<file path="config.mk">
export PLATFORM = sky130hd
export DESIGN_NAME = pulpino_fpga_io_cond_flat
export DESIGN_NICKNAME = d
export VERILOG_FILES = /design/src/rtl/pulpino_fpga_pkg.sv /design/src/rtl/pulpino_fpga_io_cond_if.sv /design/src/rtl/pulpino_gpio_deb_ch.sv /design/src/rtl/pulpino_fpga_io_cond.sv /design/src/flat_wrapper.sv
export SDC_FILE = /design/constraint.sdc
export NUM_CORES = 2
export LEC_CHECK = 0
export CORE_MARGIN = 3
export CORE_UTILIZATION = 30
export DETAILED_ROUTE_END_ITERATION = 10
export SYNTH_ARGS = -nofsm -noshare
export SYNTH_HDL_FRONTEND = slang
export SYNTH_HIERARCHICAL = 1
export SYNTH_SLANG_ARGS = --single-unit
</file>
<file path="constraint.sdc">
create_clock -name clk -period 2.4 [get_ports clk]
set_input_delay 0.36 -clock clk [delete_from_list [all_inputs] [get_ports clk]]
set_output_delay 0.36 -clock clk [all_outputs]
set_load 0.01 [all_outputs]
</file>
<file path="src/rtl/pulpino_fpga_pkg.sv">
// Shared types and default constants for the FPGA pad conditioner.
package pulpino_fpga_pkg;

   typedef enum logic [1:0] {
      WAIT = 2'd0,
      IDLE = 2'd1,
      RUN  = 2'd2
   } fetch_state_e;

   localparam int DEF_NUM_GPIO    = 32;
   localparam int DEF_SYNC_STAGES = 2;
   localparam int DEF_DEB_CNT_W   = 16;
   localparam int DEF_FETCH_DLY   = 1024;

endpackage

</file>
<file path="src/rtl/pulpino_fpga_io_cond_if.sv">
// Board-side pad/config bundle and SoC-side conditioned outputs of the pad conditioner.
interface pulpino_fpga_io_cond_if #(
   parameter int NUM_GPIO  = 32,
   parameter int DEB_CNT_W = 16
);
   logic [NUM_GPIO-1:0]  gpio_pad_i;
   logic [NUM_GPIO-1:0]  deb_en_i;
   logic [DEB_CNT_W-1:0] deb_limit_i;
   logic [NUM_GPIO-1:0]  gpio_o;
   logic [NUM_GPIO-1:0]  rise_o;
   logic [NUM_GPIO-1:0]  fall_o;
   logic                 fetch_enable_pad_i;
   logic                 fetch_enable_o;
   logic [NUM_GPIO-1:0]  irq_rise_en_i;
   logic [NUM_GPIO-1:0]  irq_fall_en_i;
   logic [NUM_GPIO-1:0]  irq_clr_i;
   logic [NUM_GPIO-1:0]  edge_status_o;
   logic                 irq_o;

   modport slave (
      input  gpio_pad_i, deb_en_i, deb_limit_i, fetch_enable_pad_i,
      input  irq_rise_en_i, irq_fall_en_i, irq_clr_i,
      output gpio_o, rise_o, fall_o, fetch_enable_o, edge_status_o, irq_o
   );

   modport master (
      output gpio_pad_i, deb_en_i, deb_limit_i, fetch_enable_pad_i,
      output irq_rise_en_i, irq_fall_en_i, irq_clr_i,
      input  gpio_o, rise_o, fall_o, fetch_enable_o, edge_status_o, irq_o
   );

endinterface

</file>
<file path="src/rtl/pulpino_gpio_deb_ch.sv">
// One GPIO channel: pad synchroniser, programmable debounce and registered edge pulses.
module pulpino_gpio_deb_ch
   import pulpino_fpga_pkg::*;
#(
   parameter int SYNC_STAGES = DEF_SYNC_STAGES,
   parameter int DEB_CNT_W   = DEF_DEB_CNT_W
) (
   input  logic                 clk,
   input  logic                 rst_n,
   input  logic                 pad,
   input  logic                 deb_en,
   input  logic [DEB_CNT_W-1:0] deb_limit,
   output logic                 level,
   output logic                 rise,
   output logic                 fall
);

   logic [SYNC_STAGES-1:0] sync_q;
   logic [DEB_CNT_W-1:0]   cnt_q;
   logic [DEB_CNT_W-1:0]   le_m1;
   logic                   s;

   assign s = sync_q[SYNC_STAGES-1];

   // Limits of 0 and 1 both mean "follow the synchronised pad with no extra delay".
   assign le_m1 = (deb_en && (deb_limit > DEB_CNT_W'(1))) ? deb_limit - DEB_CNT_W'(1) : '0;

   always_ff @(posedge clk or negedge rst_n) begin
      if (!rst_n) begin
         sync_q <= '0;
         cnt_q  <= '0;
         level  <= 1'b0;
         rise   <= 1'b0;
         fall   <= 1'b0;
      end else begin
         sync_q <= {sync_q[SYNC_STAGES-2:0], pad};
         rise   <= 1'b0;
         fall   <= 1'b0;
         if (s == level) begin
            cnt_q <= '0;
         end else if (cnt_q >= le_m1) begin
            level <= s;
            cnt_q <= '0;
            rise  <= s;
            fall  <= !s;
         end else begin
            cnt_q <= cnt_q + DEB_CNT_W'(1);
         end
      end
   end

endmodule

</file>
<file path="src/rtl/pulpino_fpga_io_cond.sv">
// FPGA pad conditioner: NUM_GPIO debounced inputs, fetch-enable start sequencer, optional edge IRQ.
// Optional edge capture/IRQ logic is built when GPIO_COND_IRQ_EN is defined.
//
// state | meaning
// WAIT  | post-reset hold-off, counting FETCH_DLY cycles
// IDLE  | hold-off done, fetch disabled, waiting for synced pad high
// RUN   | fetch enabled while synced pad stays high
module pulpino_fpga_io_cond
   import pulpino_fpga_pkg::*;
#(
   parameter int NUM_GPIO    = DEF_NUM_GPIO,
   parameter int SYNC_STAGES = DEF_SYNC_STAGES,
   parameter int DEB_CNT_W   = DEF_DEB_CNT_W,
   parameter int FETCH_DLY   = DEF_FETCH_DLY
) (
   input  logic                   clk,
   input  logic                   rst_n,
   pulpino_fpga_io_cond_if.slave  io
);

   localparam int DLY_W = (FETCH_DLY > 2) ? $clog2(FETCH_DLY) : 1;
   localparam logic [DLY_W-1:0] DLY_LAST = DLY_W'((FETCH_DLY > 0) ? FETCH_DLY - 1 : 0);

   logic [NUM_GPIO-1:0] gpio_q, rise_q, fall_q;

   for (genvar i = 0; i < NUM_GPIO; i++) begin : g_ch
      pulpino_gpio_deb_ch #(
         .SYNC_STAGES (SYNC_STAGES),
         .DEB_CNT_W   (DEB_CNT_W)
      ) u_ch (
         .clk       (clk),
         .rst_n     (rst_n),
         .pad       (io.gpio_pad_i[i]),
         .deb_en    (io.deb_en_i[i]),
         .deb_limit (io.deb_limit_i),
         .level     (gpio_q[i]),
         .rise      (rise_q[i]),
         .fall      (fall_q[i])
      );
   end

   assign io.gpio_o = gpio_q;
   assign io.rise_o = rise_q;
   assign io.fall_o = fall_q;

   logic [SYNC_STAGES-1:0] fsync_q;
   logic                   fsync;
   fetch_state_e           state_q, state_d;
   logic [DLY_W-1:0]       dly_q, dly_d;
   logic                   fetch_en_q;

   assign fsync = fsync_q[SYNC_STAGES-1];

   always_comb begin
      state_d = state_q;
      dly_d   = dly_q;
      case (state_q)
         WAIT: begin
            if (dly_q == DLY_LAST) state_d = IDLE;
            else                   dly_d   = dly_q + DLY_W'(1);
         end
         IDLE:    if (fsync)  state_d = RUN;
         RUN:     if (!fsync) state_d = IDLE;
         default: state_d = WAIT;
      endcase
   end

   // Output flop follows the next state so fetch_enable_o is high exactly while in RUN.
   always_ff @(posedge clk or negedge rst_n) begin
      if (!rst_n) begin
         fsync_q    <= '0;
         state_q    <= WAIT;
         dly_q      <= '0;
         fetch_en_q <= 1'b0;
      end else begin
         fsync_q    <= {fsync_q[SYNC_STAGES-2:0], io.fetch_enable_pad_i};
         state_q    <= state_d;
         dly_q      <= dly_d;
         fetch_en_q <= (state_d == RUN);
      end
   end

   assign io.fetch_enable_o = fetch_en_q;

`ifdef GPIO_COND_IRQ_EN
   logic [NUM_GPIO-1:0] status_q;
   logic                irq_q;

   // New edges are ORed in after the clear so a coincident capture is never lost.
   always_ff @(posedge clk or negedge rst_n) begin
      if (!rst_n) begin
         status_q <= '0;
         irq_q    <= 1'b0;
      end else begin
         status_q <= (status_q & ~io.irq_clr_i)
                   | (rise_q & io.irq_rise_en_i)
                   | (fall_q & io.irq_fall_en_i);
         irq_q    <= |status_q;
      end
   end

   assign io.edge_status_o = status_q;
   assign io.irq_o         = irq_q;
`else
   logic unused_irq_in;
   assign unused_irq_in    = ^{io.irq_rise_en_i, io.irq_fall_en_i, io.irq_clr_i};
   assign io.edge_status_o = '0;
   assign io.irq_o         = 1'b0;
`endif

endmodule
</file>
<file path="src/flat_wrapper.sv">
// flat-port wrapper written by rule: the top's interface ports become plain ports
module pulpino_fpga_io_cond_flat import pulpino_fpga_pkg::*;
#(
   parameter int NUM_GPIO    = DEF_NUM_GPIO,
   parameter int SYNC_STAGES = DEF_SYNC_STAGES,
   parameter int DEB_CNT_W   = DEF_DEB_CNT_W,
   parameter int FETCH_DLY   = DEF_FETCH_DLY
)
  (clk, rst_n, io_gpio_pad_i, io_deb_en_i, io_deb_limit_i, io_fetch_enable_pad_i, io_irq_rise_en_i, io_irq_fall_en_i, io_irq_clr_i, io_gpio_o, io_rise_o, io_fall_o, io_fetch_enable_o, io_edge_status_o, io_irq_o);
  pulpino_fpga_io_cond_if #(.NUM_GPIO(NUM_GPIO), .DEB_CNT_W(DEB_CNT_W)) io_i ();
  input  logic clk;
  input  logic rst_n;
  input wire logic [$bits(io_i.gpio_pad_i)-1:0] io_gpio_pad_i;
  input wire logic [$bits(io_i.deb_en_i)-1:0] io_deb_en_i;
  input wire logic [$bits(io_i.deb_limit_i)-1:0] io_deb_limit_i;
  input wire logic [$bits(io_i.fetch_enable_pad_i)-1:0] io_fetch_enable_pad_i;
  input wire logic [$bits(io_i.irq_rise_en_i)-1:0] io_irq_rise_en_i;
  input wire logic [$bits(io_i.irq_fall_en_i)-1:0] io_irq_fall_en_i;
  input wire logic [$bits(io_i.irq_clr_i)-1:0] io_irq_clr_i;
  output wire logic [$bits(io_i.gpio_o)-1:0] io_gpio_o;
  output wire logic [$bits(io_i.rise_o)-1:0] io_rise_o;
  output wire logic [$bits(io_i.fall_o)-1:0] io_fall_o;
  output wire logic [$bits(io_i.fetch_enable_o)-1:0] io_fetch_enable_o;
  output wire logic [$bits(io_i.edge_status_o)-1:0] io_edge_status_o;
  output wire logic [$bits(io_i.irq_o)-1:0] io_irq_o;
  assign io_i.gpio_pad_i = io_gpio_pad_i;
  assign io_i.deb_en_i = io_deb_en_i;
  assign io_i.deb_limit_i = io_deb_limit_i;
  assign io_i.fetch_enable_pad_i = io_fetch_enable_pad_i;
  assign io_i.irq_rise_en_i = io_irq_rise_en_i;
  assign io_i.irq_fall_en_i = io_irq_fall_en_i;
  assign io_i.irq_clr_i = io_irq_clr_i;
  assign io_gpio_o = io_i.gpio_o;
  assign io_rise_o = io_i.rise_o;
  assign io_fall_o = io_i.fall_o;
  assign io_fetch_enable_o = io_i.fetch_enable_o;
  assign io_edge_status_o = io_i.edge_status_o;
  assign io_irq_o = io_i.irq_o;
  pulpino_fpga_io_cond #(.NUM_GPIO(NUM_GPIO), .SYNC_STAGES(SYNC_STAGES), .DEB_CNT_W(DEB_CNT_W), .FETCH_DLY(FETCH_DLY)) u_core (.clk(clk), .rst_n(rst_n), .io(io_i));
endmodule
</file>
==> out/qor.csv <==
stage,metric,value,unit
worst_hold_path,hold_path_class,primary input to flop,
clock_tree,h-tree-depth,3,
setup_path,critPathCaptureType,flop,
setup_path,startpoint_type,primary input,
sta,hold_viol,0,
setup_path,crit_chain,"buf_12, buf_12, or4_4, or4_4, o21a_4, and2_1, ha_1, nand2b_1, a2111oi_4, nor4b_4, or4b_4, buf_12, nor2_4",
grt,antenna_found_initial,6,
clock_tree,clk_pin_slew,70,ps
synthesis,synthCells,5813,
setup_path,required,3010,ps
sta,finalMaxSlewViolations,0,
setup_path,rr_endpoint,u_core/g_ch[1].u_ch/cnt_q[1],
synthesis,synth-edff-count,0,
final_layout,layout_commonest_cell,buf_4,
worst_hold_path,hold_start,io_gpio_pad_i[27],
synthesis,synthArstFlopShare,100,%
die,die-area,0.177,mm^2
die,ioPinCount,309,
grt,grt_pass1_wl,236,mm
grt,grt_max_degree,108,
grt,grt_overflow,0,
sta,final.setup.worst_slack,-831,ps
sta,clock.fmax,310,MHz
worst_hold_path,hold_path_depth,1,
route,drc,0,
synthesis,yosysTopAreaCell,dfrtp_1,
final_layout,drive_gt1_share,26.5,%
sta,setup-violations-final,608,
clock_tree,cts_tree,built,
synthesis,synth.area.top_cells,"dfrtp_1 (33%), ha_1 (15%), xor2_1 (9.5%), nand2_1 (6.0%), nor2_1 (5.6%)",
setup_path,r2r-start,u_core/g_ch[1].u_ch/cnt_q[13],
placed_design,dp_cells,9028,
synthesis,synth_top_area_share,33.4,%
route,drtIter0Drc,2390,
setup_path,critPathBufInv,3,
synthesis,syn_area,0.0515,mm^2
synthesis,seq_area_frac_synth,33.4,%
outcome,status,"complete, but fails checks",
synthesis,synth_cell_type_count,48,
synthesis,synth_flop_cell,dfrtp_1,
setup_path,slowest_stage,or4b_4,
setup_path,reg2reg_depth,7,
route,ant_nets,0,
clock_tree,clock-sinks,687,
clock_tree,cts_buffers,87,
setup_path,criticalPathCategory,primary input to flop,
die,die_width,420,um
power,peakVddDrop,0.470,mV
die,row_count,151,
sta,final.setup_skew,24.7,ps
sta,period_needed,3230,ps
die,dieHeight,420,um
placed_design,port_buffers,179,
clock_tree,root_buffer,clkbuf_16,
route,viasPerCell,4.91,
final_layout,stdcell_area,0.0718,mm^2
setup_path,crit_fanout,8,
final_layout,area_growth,39.4,%
placed_design,post_dp_cell_area,0.0647,mm^2
power,power.density,558,mW/mm^2
final_layout,num-fill-cells,16400,
setup_path,slowest_delay,570,ps
power,p_leak,32.3,nW
grt,track_usage,16.2,%
route,wire_per_inst,16.1,um
clock_tree,clkLatencyLatePin,710,ps
sta,rsz0062_at_grt,true,
synthesis,ys_ff_latch,687,
run,cap_violations,0,
placed_design,dp_hpwl,108,mm
synthesis,yosys_warnings,6,
setup_path,r2r_setup_slack,-30,ps
sta,relSlewSlack,43.8,%
power,power,40.1,mW
route,vias,45600,
final_layout,layout.nets,7781,
setup_path,cp_top_family,simple AND/OR/NAND/NOR gates,
sta,timing.final.crit_share,135,%
die,initial_core_util,30.3,%
sta,fin_tns_setup,-410810,ps
die,core,0.170,mm^2
final_layout,final_cell_mix,"buf_4 (842), nand2_1 (789), dfrtp_1 (687)",
worst_hold_path,hold_end,u_core/g_ch[27].u_ch/sync_q[0],
route,drt_wl_total,150,mm
grt,grt_pass1_vias,45900,
sta,worst_pin_slew,841,ps
setup_path,arrival,3840,ps
placed_design,gp_congestion,0.838,
clock_tree,cts_buffer_depth,3,
synthesis,postSynthAreaPerCell,8.86,um^2
setup_path,cp_common_cell,buf_12,
outcome,violations,negative setup slack,
route,dr.pass1.iters,7,
final_layout,instances_no_fill,9284,
==> routing by layer <==
| layer | vias up | wire (um) | track usage [%] |
|---|---|---|---|
| li1 | 22700 | - | - |
| met1 | 22000 | 67500 | 20.9 |
| met2 | 665 | 73500 | 28.4 |
| met3 | 191 | 5610 | 2.26 |
| met4 | 4 | 3150 | 4.04 |
| met5 | - | 34 | 0 |
==> worst max path at each step <==
stage                                   from                        endpoint  slack, ps  depth (start not counted)
after floorplan           io_deb_limit_i[11]   u_core/g_ch[16].u_ch/cnt_q[7]      -1150                         13
after global placement    io_deb_limit_i[11]      u_core/g_ch[31].u_ch/level      -1760                         14
after detailed placement  io_deb_limit_i[11]       u_core/g_ch[5].u_ch/level      -1750                         13
after CTS                 io_deb_limit_i[11]      u_core/g_ch[31].u_ch/level       -740                         14
after global routing       io_deb_limit_i[9]  u_core/g_ch[29].u_ch/cnt_q[12]       -870                         13
final                     io_deb_limit_i[11]   u_core/g_ch[29].u_ch/cnt_q[7]       -830                         13
==> flip-flops by register name, summed over array words and instances (netlist names) <==
register / flops
u_core/g_ch.u_ch/cnt_q: 512
u_core/g_ch.u_ch/sync_q: 64
u_core/io.fetch_enable_o: 1
u_core/dly_q: 10
u_core/state_q: 2
u_core/g_ch.u_ch/level: 32
u_core/fsync_q: 2
u_core/g_ch.u_ch/fall: 32
u_core/g_ch.u_ch/rise: 32
==> what timing repair did <==
action                                  CTS  global route
buffers inserted                         24            33
endpoints found under the setup margin  608           608
gates resized for setup                 213           470
pin swaps                                61           153
endpoints found under the hold margin   127             0
hold buffers                              1             0
gates cloned                             16            21
==> cell usage after synthesis (110+ instances only) <==
library cell and instances:
a21oi_1 131, nand2_1 819, nor3_1 240, nand4_1 132, inv_1 162, xor2_1 561
and3_1 110, nand3_1 241, dfrtp_1 687, ha_1 609, xnor2_1 308, nor2_1 771
==> cell type report <==
type / instances / area, um^2 / share of cell area (%)
flip-flops and latches: 687 / 17200 / 24.0
inverters: 162 / 608 / 0.847
diodes: 1 / 2.50 / 0.00349
repair buffers: 1163 / 10600 / 14.8
multi-input cells: 4892 / 37500 / 52.2
well taps: 2218 / 2780 / 3.87
clock buffers: 108 / 2390 / 3.33
clock inverters: 53 / 694 / 0.967
==> stage by stage <==
| step | setup WS (ps) | hold WS, ps | util [%] |
|---|---|---|---|
| 4_1_cts | -736 | 5.60 | 40.6 |
| 2_1_floorplan | -1150 | 64.4 | - |
| 6_report | -831 | 78.7 | 42.2 |
| 3_3_place_gp | -1760 | 284 | 38.0 |
| 3_5_place_dp | -1750 | 286 | 38.0 |
| 5_1_grt | -868 | 42.5 | 42.2 |
==> report_power, final <==
| part | switching, mW | internal [mW] |
|---|---|---|
| combinational | 6.58 | 5.93 |
| clock | 5.54 | 8.52 |
| sequential | 1.05 | 12.5 |
==> kinds of logic after synthesis <==
kind of cell | synth area share (%)
buffers and inverters | 2.66
flip-flops | 33.4
XOR/XNOR | 14.8
other | 0.00728
AO/OA/AOI/OAI | 6.75
adder cells (fa/ha/maj) | 14.8
multiplexers | 0.875
AND/OR/NAND/NOR | 26.8
Note: power is estimated with default switching activity, not from simulation.
